**src/rtl/jtframe_romrq64_slot.sv**
```systemverilog
// Read slot for one bank of the 64-bit-burst SDRAM controller: 2-line tag-compared cache.
// Hit latency 1 clk; a miss issues one burst and holds until the fill completes (never aborted).
module jtframe_romrq64_slot #(
  parameter int AW  = 22,
  parameter int DW  = 16,
  parameter int LEN = 64,
  localparam int SAW = AW + ((DW == 32) ? 1 : 0)
) (
  input  logic           rst,
  input  logic           clk,
  input  logic           clr,
  input  logic           cs,
  input  logic [AW-1:0]  addr,
  output logic [DW-1:0]  dout,
  output logic           data_ok,
  output logic [SAW-1:0] sdram_addr,
  output logic           sdram_rd,
  input  logic           sdram_ack,
  input  logic           sdram_dst,
  input  logic           sdram_dok,
  input  logic           sdram_rdy,
  input  logic [15:0]    sdram_din
);

  localparam int WPL  = LEN / 16;
  localparam int OFFW = $clog2(WPL);
  localparam int TW   = SAW - OFFW;
  localparam int SH   = (DW == 32) ? 1 : 0;
  localparam logic [OFFW-1:0] CNT_LAST = OFFW'(WPL - 1);

  typedef enum logic [1:0] {IDLE, REQ, WAIT, FILL} st_t;

  st_t              st_q;
  logic [1:0]       valid_q;
  logic [TW-1:0]    tag_q  [2];
  logic [LEN-1:0]   line_q [2];
  logic             lru_q, victim_q, clr_pend_q;
  logic [OFFW-1:0]  cnt_q;
  logic [SAW-1:0]   sdram_addr_q;
  logic             sdram_rd_q;
  logic [DW-1:0]    dout_q;
  logic             data_ok_q;

  logic [SAW-1:0]   waddr;
  logic [TW-1:0]    req_tag;
  logic [OFFW-1:0]  widx;
  logic [OFFW+3:0]  boff;
  logic [1:0]       match;
  logic             hit, hit_line, victim_d;
  logic [DW-1:0]    rd_dat;

  // Client address converted to a 16-bit word address, then split into burst tag and word offset
  assign waddr    = SAW'(addr) << SH;
  assign req_tag  = waddr[SAW-1:OFFW];
  assign widx     = waddr[OFFW-1:0];
  assign boff     = {widx, 4'd0};
  assign match[0] = valid_q[0] && (tag_q[0] == req_tag);
  assign match[1] = valid_q[1] && (tag_q[1] == req_tag);
  assign hit      = cs && (|match);
  assign hit_line = ~match[0];
  assign rd_dat   = line_q[hit_line][boff +: DW];
  assign victim_d = !valid_q[0] ? 1'b0 : (!valid_q[1] ? 1'b1 : lru_q);

  always_ff @(posedge clk or posedge rst) begin
    if (rst) begin
      st_q         <= IDLE;
      valid_q      <= '0;
      lru_q        <= 1'b0;
      victim_q     <= 1'b0;
      clr_pend_q   <= 1'b0;
      cnt_q        <= '0;
      sdram_addr_q <= '0;
      sdram_rd_q   <= 1'b0;
      dout_q       <= '0;
      data_ok_q    <= 1'b0;
      for (int i = 0; i < 2; i++) begin
        tag_q[i]  <= '0;
        line_q[i] <= '0;
      end
    end else begin
      data_ok_q <= hit && !clr;
      if (hit) begin
        dout_q <= rd_dat;
        lru_q  <= ~hit_line;
      end
      if (clr) valid_q <= '0;
      // A clr seen while a burst is in flight must keep that line from being installed
      if (clr && st_q != IDLE) clr_pend_q <= 1'b1;
      case (st_q)
        IDLE: if (cs && !hit) begin
          st_q              <= REQ;
          sdram_addr_q      <= {req_tag, {OFFW{1'b0}}};
          victim_q          <= victim_d;
          valid_q[victim_d] <= 1'b0;
          sdram_rd_q        <= 1'b1;
          clr_pend_q        <= 1'b0;
        end
        REQ: if (sdram_ack) begin
          sdram_rd_q <= 1'b0;
          cnt_q      <= '0;
          st_q       <= sdram_dst ? FILL : WAIT;
        end
        WAIT: if (sdram_dst) begin
          cnt_q <= '0;
          st_q  <= FILL;
        end
        FILL: if (sdram_dok) begin
          line_q[victim_q][{cnt_q, 4'd0} +: 16] <= sdram_din;
          cnt_q <= cnt_q + 1'b1;
          if (sdram_rdy) begin
            if (!clr_pend_q && !clr) valid_q[victim_q] <= 1'b1;
            tag_q[victim_q] <= sdram_addr_q[SAW-1:OFFW];
            lru_q           <= ~victim_q;
            st_q            <= IDLE;
          end
        end
        default: st_q <= IDLE;
      endcase
    end
  end

  // The last word of a burst must carry rdy; anything more is controller misbehaviour
  a_no_overrun: assert property (@(posedge clk) disable iff (rst)
    (st_q == FILL && sdram_dok && cnt_q == CNT_LAST) |-> sdram_rdy);

  assign dout       = dout_q;
  assign data_ok    = data_ok_q;
  assign sdram_addr = sdram_addr_q;
  assign sdram_rd   = sdram_rd_q;

endmodule

```
**config.mk**
```make
export PLATFORM = sky130hd
export DESIGN_NAME = jtframe_romrq64_slot
export DESIGN_NICKNAME = d
export VERILOG_FILES = /design/src/rtl/jtframe_romrq64_slot.sv
export SDC_FILE = /design/constraint.sdc
export NUM_CORES = 1
export LEC_CHECK = 0
export CORE_ASPECT_RATIO = 2
export CORE_MARGIN = 1
export CORE_UTILIZATION = 58
export DETAILED_ROUTE_END_ITERATION = 10
export HOLD_SLACK_MARGIN = 0.06
export PLACE_DENSITY = 0.8
export SLEW_MARGIN = 15
export SYNTH_ARGS = -nofsm -noshare
export SYNTH_HDL_FRONTEND = slang
export SYNTH_SLANG_ARGS = --single-unit
```
**constraint.sdc**
```tcl
create_clock -name clk -period 7.2 [get_ports clk]
set_input_delay 0.72 -clock clk [delete_from_list [all_inputs] [get_ports clk]]
set_output_delay 0.72 -clock clk [all_outputs]
set_load 0.02 [all_outputs]
```
==> results.sh, run 1 <==
export IMPL_ys_types=45
export IMPL_layout_common_cells="nand2_1 (221), dfrtp_1 (215), o21ai_0 (178)"
export IMPL_status="completed"
export IMPL_critPathRequiredTime_ns=7.58
export IMPL_drive_gt1_share_pct=11.6
export IMPL_fin_hold_ws_ns=0.475
export IMPL_layout_nets=1145
export IMPL_cts_sinks=215
export IMPL_min_period_ns=3.69
export IMPL_synth_seq_cells=215
export IMPL_yosys_warnings=0
export IMPL_drc_errors=0
export IMPL_cp_arrival_ns=4.06
export IMPL_setup_viol=0
export IMPL_grt_pass1_wl_um=42600
export IMPL_cts_setup_buffers=0
export IMPL_fin_worst_skew_ns=0.0231
export IMPL_clock_root_buffer="clkbuf_16"
export IMPL_cp_max_fo=44
export IMPL_hold_path_end="dout[9]"
export IMPL_tritoncts="yes"
export IMPL_htreeDepth=1
export IMPL_crit_type="in -> reg"
export IMPL_max_clock_path_buffers=3
export IMPL_worst_pin_slew_ns=1.14
export IMPL_ant_nets=0
export IMPL_crit_path_end_kind="register"
export IMPL_wirelength_um=26200
export IMPL_io_pin_count=86
export IMPL_fp_dieW_um=96.4
export IMPL_wire_per_inst_um=20.0
export IMPL_hp_start="dout[9]"
export IMPL_clkTransAtPathRegs_ns=0.07
export IMPL_io_buffers=83
export IMPL_coreArea_sq_um=17400
export IMPL_cts_resized=0
export IMPL_hold_path_class="reg -> reg"
export IMPL_place_area_sq_um=11300
export IMPL_synth_edf_count=0
export IMPL_num_rows=68
export IMPL_nFillCells=1443
export IMPL_reg2reg_depth=7
export IMPL_layout_commonest_cell="nand2_1"
export IMPL_grt_pass1_vias=8573
export IMPL_p_leak_nw=4.98
export IMPL_rr_startpoint="tag_q[34]"
export IMPL_n_antenna_cell=0
export IMPL_vias=8132
export IMPL_final_util_pct=68.5
export IMPL_track_usage_pct=30.5
export IMPL_relSlewSlack_pct=23.9
export IMPL_cp_slowest_cell="or2_1"
export IMPL_hpwlAfterDp_um=16200
export IMPL_max_freq_ghz=0.271
export IMPL_worst_slack_ns=3.51
export IMPL_path_cells="clkdlybuf4s50_1 -> xnor2_1 -> nand4_1 -> or4_1 -> buf_4 -> o221ai_2 -> or2_1 -> mux2_2"
export IMPL_drv_slew=0
export IMPL_drt_iter0_markers=520
export IMPL_stdcell_area_sq_um=11900
export IMPL_cap_violations=0
export IMPL_die_height_um=191
export IMPL_regToRegSetupSlack_ns=3.88
export IMPL_dr_pass1_iters=5
export IMPL_initial_utilization_pct=59.5
export IMPL_finalCritPeriodShare_pct=51.2
export IMPL_vdd_ir_drop_worst_mv=0.280
export IMPL_clk_latency_ns=0.51
export IMPL_place_ws_ns=3.01
export IMPL_synth_seq_area_share_pct=52.1
export IMPL_critPathLaunchType="input pin"
export IMPL_synth_area_sq_um=10300
export IMPL_grt_max_degree=139
export IMPL_synth_async_reset_ratio_pct=100
export IMPL_antenna_found_initial=0
export IMPL_rsz0062_at_grt="no"
export IMPL_syn_to_final_growth_pct=15.0
export IMPL_gr_total_overflow=0
export IMPL_die_area_sq_um=18400
export IMPL_syn_avg_cell_area_sq_um=9.92
export IMPL_p_per_area_nw_per_um2=310
export IMPL_ys_flop_type="dfrtp_1"
export IMPL_vias_per_cell=6.21
export IMPL_r2r_end="sdram_addr[7]"
export IMPL_syn_inst=1041
export IMPL_hold_depth=2
export IMPL_hold_viol=0
export IMPL_cts_buffers=20
export IMPL_place_congestion=0.833
export IMPL_holdBufCountCts=0
export IMPL_tns_ns=0
export IMPL_slowest_delay_ns=0.86
state kept, by name, summed over array words and instances (netlist names):
name,flops
sdram_rd,1
data_ok,1
tag_q,40
dout,16
valid_q,2
st_q,2
victim_q,1
cnt_q,2
lru_q,1
clr_pend_q,1
sdram_addr,20
line_q,128
worst max-delay path by stage:
stage / start / slack (ns) / endpoint
floorplan: rst / 0.60 / clr_pend_q
global placement: addr[4] / 3.00 / sdram_addr[7]
detailed placement: addr[4] / 3.01 / sdram_addr[7]
CTS: addr[4] / 3.51 / sdram_addr[7]
global route: addr[16] / 3.34 / sdram_addr[7]
finish: addr[4] / 3.51 / sdram_addr[7]
routing by layer:
metal	up-vias	global-route usage (%)	part of all wire, %
met5	-	0	0
met4	0	17.6	5.4
met3	94	4.35	5.6
met2	326	53.9	53
met1	3972	33.9	36
li1	3740	-	-
worst max-delay path, delay by kind of cell:
kind            cells  cell delay [ns]
xor+xnor            1             0.14
compound gates      1             0.30
simple gates        3             1.58
buf+inv             2             0.88
mux                 1             0.41
logic make-up after synthesis:
| logic type | Yosys count | synth area share (%) |
|---|---|---|
| flip-flops | 215 | 52.1 |
| other | 1 | 0.0363 |
| adder cells (fa/ha/maj) | 9 | 1.09 |
| AO/OA/AOI/OAI | 261 | 14.3 |
| AND/OR/NAND/NOR | 344 | 14.3 |
| XOR/XNOR | 40 | 3.39 |
| buffers and inverters | 81 | 3.54 |
| multiplexers | 90 | 11.3 |
cell usage after synthesis, types with 4 or more instances:
cell / instances / share of area (%)
a31oi_1: 4 / 0.24
xor2_1: 23 / 1.9
o32ai_1: 14 / 1.2
o21ai_0: 178 / 8.6
mux2_1: 17 / 1.9
a21boi_0: 4 / 0.29
inv_1: 7 / 0.25
nor2_1: 24 / 0.87
mux2_2: 57 / 6.2
a21oi_1: 33 / 1.6
ha_1: 9 / 1.1
clkbuf_1: 53 / 1.9
nor4_1: 7 / 0.42
buf_1: 4 / 0.15
dfrtp_1: 215 / 52
nand2_1: 221 / 8.0
buf_4: 4 / 0.29
xnor2_1: 17 / 1.4
nand3_1: 63 / 3.1
buf_2: 7 / 0.34
nand4_1: 8 / 0.48
nor2b_1: 5 / 0.30
o31ai_1: 15 / 1.1
mux4_2: 14 / 3.1
buf_6: 5 / 0.54
through the flow:
stage / cells / power [mW]
global placement: 1278 / 2.63
detailed placement: 1278 / 2.67
CTS: 1309 / 3.71
finish: 1309 / 3.68
global route: 1309 / 3.87
floorplan: 1042 / 2.28
power by group:
group | total (mW) | switching (mW) | internal [mW]
Combinational | 0.973 | 0.519 | 0.453
Sequential | 1.67 | 0.197 | 1.47
Clock | 1.04 | 0.447 | 0.596
layout make-up:
class                           count  area (sq um)  area share (%)
Sequential cell                   215          5380            45.3
Clock buffer                       28           582            4.90
Tap cell                          210           263            2.21
Multi-Input combinational cell    746          4630            39.0
Timing Repair Buffer               99           946            7.96
Clock inverter                      3          43.8           0.368
Inverter                            8          37.5           0.316
(Power assumes the default switching activity.)
==> run 2, diff against run 1 <==
==> constraint.sdc (replaced) <==
create_clock -name clk -period 3.6 [get_ports clk]
set_input_delay 0.36 -clock clk [delete_from_list [all_inputs] [get_ports clk]]
set_output_delay 0.36 -clock clk [all_outputs]
set_load 0.02 [all_outputs]
==> run 2 against run 1 <==
Against the previous run: via count is 1.4% higher; die area unchanged; first-iteration DRC count increased by 3.8%; clock skew is 0.0094 ns lower; worst hold slack got worse by 0.094 ns; clock power up 90%; core utilization grew 0.66 points; total power is 98% higher; critical path type is now reg -> reg; largest power group unchanged.
==> results.sh, run 2 (synthesized netlist as in run 1, its figures left out) <==
export IMPL_max_freq_ghz=0.352
export IMPL_fin_worst_skew_ns=0.0137
export IMPL_vias_per_cell=6.23
export IMPL_htreeDepth=1
export IMPL_hpwlAfterDp_um=17100
export IMPL_final_util_pct=69.1
export IMPL_relSlewSlack_pct=33.8
export IMPL_place_congestion=0.836
export IMPL_nFillCells=1315
export IMPL_wire_per_inst_um=19.8
export IMPL_rsz0062_at_grt="no"
export IMPL_path_cells="xnor2_1 -> nand3_1 -> or4_1 -> nor2_8 -> buf_4 -> mux2_2 -> o32ai_1 -> o31ai_1"
export IMPL_hold_path_class="in -> async"
export IMPL_r2r_end="dout[9]"
export IMPL_clk_latency_ns=0.50
export IMPL_critPathRequiredTime_ns=3.96
export IMPL_cts_buffers=20
export IMPL_cts_resized=0
export IMPL_p_per_area_nw_per_um2=609
export IMPL_antenna_found_initial=0
export IMPL_coreArea_sq_um=17400
export IMPL_initial_utilization_pct=59.5
export IMPL_worst_slack_ns=0.757
export IMPL_largest_reg_flops=128
export IMPL_grt_max_degree=177
export IMPL_drv_slew=0
export IMPL_crit_type="reg -> reg"
export IMPL_die_area_sq_um=18400
export IMPL_clkTransAtPathRegs_ns=0.06
export IMPL_gr_total_overflow=0
export IMPL_num_rows=68
export IMPL_drc_errors=0
export IMPL_wirelength_um=26200
export IMPL_grt_pass1_vias=8504
export IMPL_layout_nets=1159
export IMPL_drive_gt1_share_pct=12.7
export IMPL_ant_nets=0
export IMPL_rr_startpoint="tag_q[28]"
export IMPL_fp_dieW_um=96.4
export IMPL_layout_commonest_cell="nand2_1"
export IMPL_tritoncts="yes"
export IMPL_clock_root_buffer="clkbuf_16"
export IMPL_tns_ns=0
export IMPL_status="completed"
export IMPL_cap_violations=0
export IMPL_dr_pass1_iters=6
export IMPL_hold_viol=0
export IMPL_max_clock_path_buffers=3
export IMPL_critPathLaunchType="register"
export IMPL_cts_setup_buffers=0
export IMPL_fin_hold_ws_ns=0.381
export IMPL_cts_sinks=215
export IMPL_crit_path_end_kind="register"
export IMPL_place_ws_ns=0.232
export IMPL_vdd_ir_drop_worst_mv=0.438
export IMPL_syn_to_final_growth_pct=16.1
export IMPL_reg2reg_depth=8
export IMPL_regToRegSetupSlack_ns=0.76
export IMPL_grt_pass1_wl_um=42600
export IMPL_cp_max_fo=18
export IMPL_drt_iter0_markers=540
export IMPL_track_usage_pct=30.5
export IMPL_io_pin_count=86
export IMPL_setup_viol=0
export IMPL_n_antenna_cell=0
export IMPL_holdBufCountCts=0
export IMPL_vias=8243
export IMPL_min_period_ns=2.84
export IMPL_layout_common_cells="nand2_1 (221), dfrtp_1 (215), o21ai_0 (178)"
export IMPL_cp_arrival_ns=3.20
export IMPL_stdcell_area_sq_um=12000
export IMPL_max_flop_register="line_q"
export IMPL_io_buffers=83
export IMPL_cp_slowest_cell="or4_1"
export IMPL_finalCritPeriodShare_pct=79.0
export IMPL_die_height_um=191
export IMPL_slowest_delay_ns=0.67
export IMPL_p_leak_nw=5.05
export IMPL_place_area_sq_um=11400
export IMPL_worst_pin_slew_ns=0.993
[run 2: changes by cell type in the layout (fill, tap and decap cells not counted), sizes merged]
cell and delta:
buf +14, clkinvlp +1, inv -1, clkinv +3
bufinv -1, clkbuf -1
[run 2: cell type report]
class                           instances  area [sq um]  share of cell area [%]
Multi-Input combinational cell        746          4630                    38.6
Clock inverter                          5          25.0                   0.209
Clock buffer                           27           568                    4.73
Timing Repair Buffer                  113          1100                    9.18
Inverter                                8          33.8                   0.282
Tap cell                              210           263                    2.19
Sequential cell                       215          5380                    44.8
[run 2: worst max-delay path by stage]
| stage | start | endpoint | slack (ns) | cells after the start |
|---|---|---|---|---|
| finish | tag_q[28] | dout[9] | 0.76 | 8 |
| global route | tag_q[34] | dout[7] | 0.61 | 8 |
| CTS | tag_q[34] | dout[9] | 0.72 | 8 |
| detailed placement | addr[16] | dout[9] | 0.23 | 9 |
| global placement | addr[16] | dout[6] | 0.32 | 9 |
| floorplan | rst | clr_pend_q | 0.44 | 1 |
[run 2: worst max-delay path, delay by kind of cell, from the launching register on]
family,cells,cell delay [ns]
mux,1,0.37
simple gates,3,0.98
compound gates,2,0.38
xor+xnor,1,0.28
buf+inv,1,0.30
flops,1,0.39
[run 2: layer usage]
layer,up-vias,GRT usage [%],routed length [um]
li1,3765,-,-
met1,4018,34.0,9140
met2,353,53.7,13900
met3,107,4.55,1510
met4,0,17.9,1670
met5,-,0,0
[run 2: report_power, final]
group / internal (mW) / switching, mW / leakage [nW] / total, mW
Sequential: 2.95 / 0.402 / 2.88 / 3.35
Combinational: 0.932 / 1.05 / 1.87 / 1.98
Clock: 1.10 / 0.881 / 0.297 / 1.98
Total: 4.98 / 2.33 / 5.05 / 7.31
[run 2: metrics by stage]
stage	instances	total power [mW]
final	1324	7.31
after global routing	1324	7.70
after CTS	1324	7.37
after detailed placement	1292	5.38
after global placement	1292	5.30
after floorplan	1042	4.56
==> run 3, diff against run 2 <==
==> constraint.sdc (replaced) <==
create_clock -name clk -period 3 [get_ports clk]
set_input_delay 0.3 -clock clk [delete_from_list [all_inputs] [get_ports clk]]
set_output_delay 0.3 -clock clk [all_outputs]
set_load 0.02 [all_outputs]
==> run 3 against run 2 <==
Against the previous run: setup slack got worse by 0.48 ns; cell count increased by 1.9%; non-clock buffer count increased by 22; global-route usage increased by 0.085 points; via count increased by 0.68%; clock power increased by 23%; worst hold slack got worse by 0.18 ns; fmax increased by 4.3%; critical path type unchanged; critical endpoint is now dout[11]; largest power group unchanged.
==> results.sh, run 3 (synthesized netlist as in run 1, its figures left out) <==
export IMPL_status="completed"
export IMPL_clkTransAtPathRegs_ns=0.06
export IMPL_wire_per_inst_um=19.7
export IMPL_crit_path_end_kind="register"
export IMPL_relSlewSlack_pct=58.6
export IMPL_setup_viol=0
export IMPL_clock_root_buffer="clkbuf_16"
export IMPL_io_pin_count=86
export IMPL_vias_per_cell=6.15
export IMPL_layout_commonest_cell="nand2_1"
export IMPL_max_flop_register="line_q"
export IMPL_final_cells=1349
export IMPL_n_antenna_cell=0
export IMPL_layout_common_cells="nand2_1 (221), dfrtp_1 (215), o21ai_0 (178)"
export IMPL_ant_nets=0
export IMPL_multi_input_area_sq_um=4620
export IMPL_largest_reg_flops=128
export IMPL_cts_buffers=20
export IMPL_io_buffers=83
export IMPL_cp_arrival_ns=3.09
export IMPL_antenna_found_initial=0
export IMPL_fin_worst_skew_ns=0.0119
export IMPL_dp_cells=1314
export IMPL_die_height_um=191
export IMPL_cts_sinks=215
export IMPL_vias=8299
export IMPL_vdd_ir_drop_worst_mv=0.624
export IMPL_p_per_area_nw_per_um2=723
export IMPL_track_usage_pct=30.6
export IMPL_critPathRequiredTime_ns=3.37
export IMPL_nFillCells=1337
export IMPL_hold_path_class="in -> async"
export IMPL_cp_max_fo=42
export IMPL_gr_total_overflow=0
export IMPL_max_clock_path_buffers=3
export IMPL_cts_setup_buffers=0
export IMPL_initial_utilization_pct=59.5
export IMPL_seq_area_sq_um=5380
export IMPL_stdcell_area_sq_um=12300
export IMPL_drc_errors=0
export IMPL_grt_pass1_wl_um=42800
export IMPL_dr_pass1_iters=5
export IMPL_p_leak_nw=5.19
export IMPL_drive_gt1_share_pct=14.5
export IMPL_place_congestion=0.822
export IMPL_hold_viol=0
export IMPL_die_area_sq_um=18400
export IMPL_crit_type="reg -> reg"
export IMPL_finalCritPeriodShare_pct=90.8
export IMPL_clk_latency_ns=0.50
export IMPL_max_freq_ghz=0.367
export IMPL_final_util_pct=70.6
export IMPL_coreArea_sq_um=17400
export IMPL_worst_pin_slew_ns=0.621
export IMPL_hpwlAfterDp_um=17600
export IMPL_syn_to_final_growth_pct=18.7
export IMPL_critPathLaunchType="register"
export IMPL_layout_nets=1181
export IMPL_tritoncts="yes"
export IMPL_fp_dieW_um=96.4
export IMPL_drv_slew=0
export IMPL_drt_iter0_markers=475
export IMPL_place_area_sq_um=11600
export IMPL_grt_max_degree=81
export IMPL_grt_pass1_vias=8649
export IMPL_holdBufCountCts=0
export IMPL_htreeDepth=1
export IMPL_min_period_ns=2.73
export IMPL_cts_resized=0
export IMPL_num_rows=68
export IMPL_wirelength_um=26500
export IMPL_cap_violations=0
export IMPL_rsz0062_at_grt="no"
## run 3: area by class of cell
type,count,share of cell area [%]
inverters,8,0.276
multi-input cells,746,37.7
repair buffers,135,11.0
flip-flops and latches,215,43.9
clock inverters,8,0.531
well taps,210,2.14
clock buffers,27,4.47
## run 3: path summary, 6_finish.rpt
path,start,endpoint,slack [ns],cells past startpoint
min reg2reg,dout[10],dout[10],0.47,2
max in group asynchronous,rst,data_ok,1.99,3
max reg2reg,tag_q[25],dout[11],0.27,8
max,tag_q[25],dout[11],0.27,8
min,rst,line_q[29],0.20,2
min in group clk,addr[1],dout[14],0.45,4
## run 3: stage by stage
| stage | total power [mW] | TNS [ns] | hold WS [ns] | worst slack, ns |
|---|---|---|---|---|
| 3_5_place_dp | 6.48 | -1.37 | 0.464 | -0.132 |
| 2_1_floorplan | 5.47 | -21.10 | 0.363 | -0.0981 |
| 4_1_cts | 8.93 | 0 | 0.209 | 0.245 |
| 3_3_place_gp | 6.36 | -0.584 | 0.456 | -0.0581 |
| 5_1_grt | 9.33 | 0 | 0.252 | 0.0947 |
| 6_report | 8.87 | 0 | 0.198 | 0.275 |
## run 3: critical path, stage by stage (launching register included)
cell	delay, ns
dfrtp_1	0.38
xnor2_1	0.25
nand4_1	0.14
or4_1	0.71
buf_4	0.34
o21ai_0	0.24
a21oi_1	0.10
o32ai_1	0.30
o31ai_1	0.12
## run 3: layer usage
layer	GRT usage [%]	vias to the layer above	share of wire, %
met5	0	-	0
met4	16.0	0	5.0
met3	3.75	86	5.1
met2	56.8	323	55
met1	32.6	4078	35
li1	-	3812	-
## run 3: report_power, final
part	internal, mW	switching [mW]
Sequential	3.54	0.474
Clock	1.37	1.06
Combinational	1.16	1.27
Total	6.06	2.80
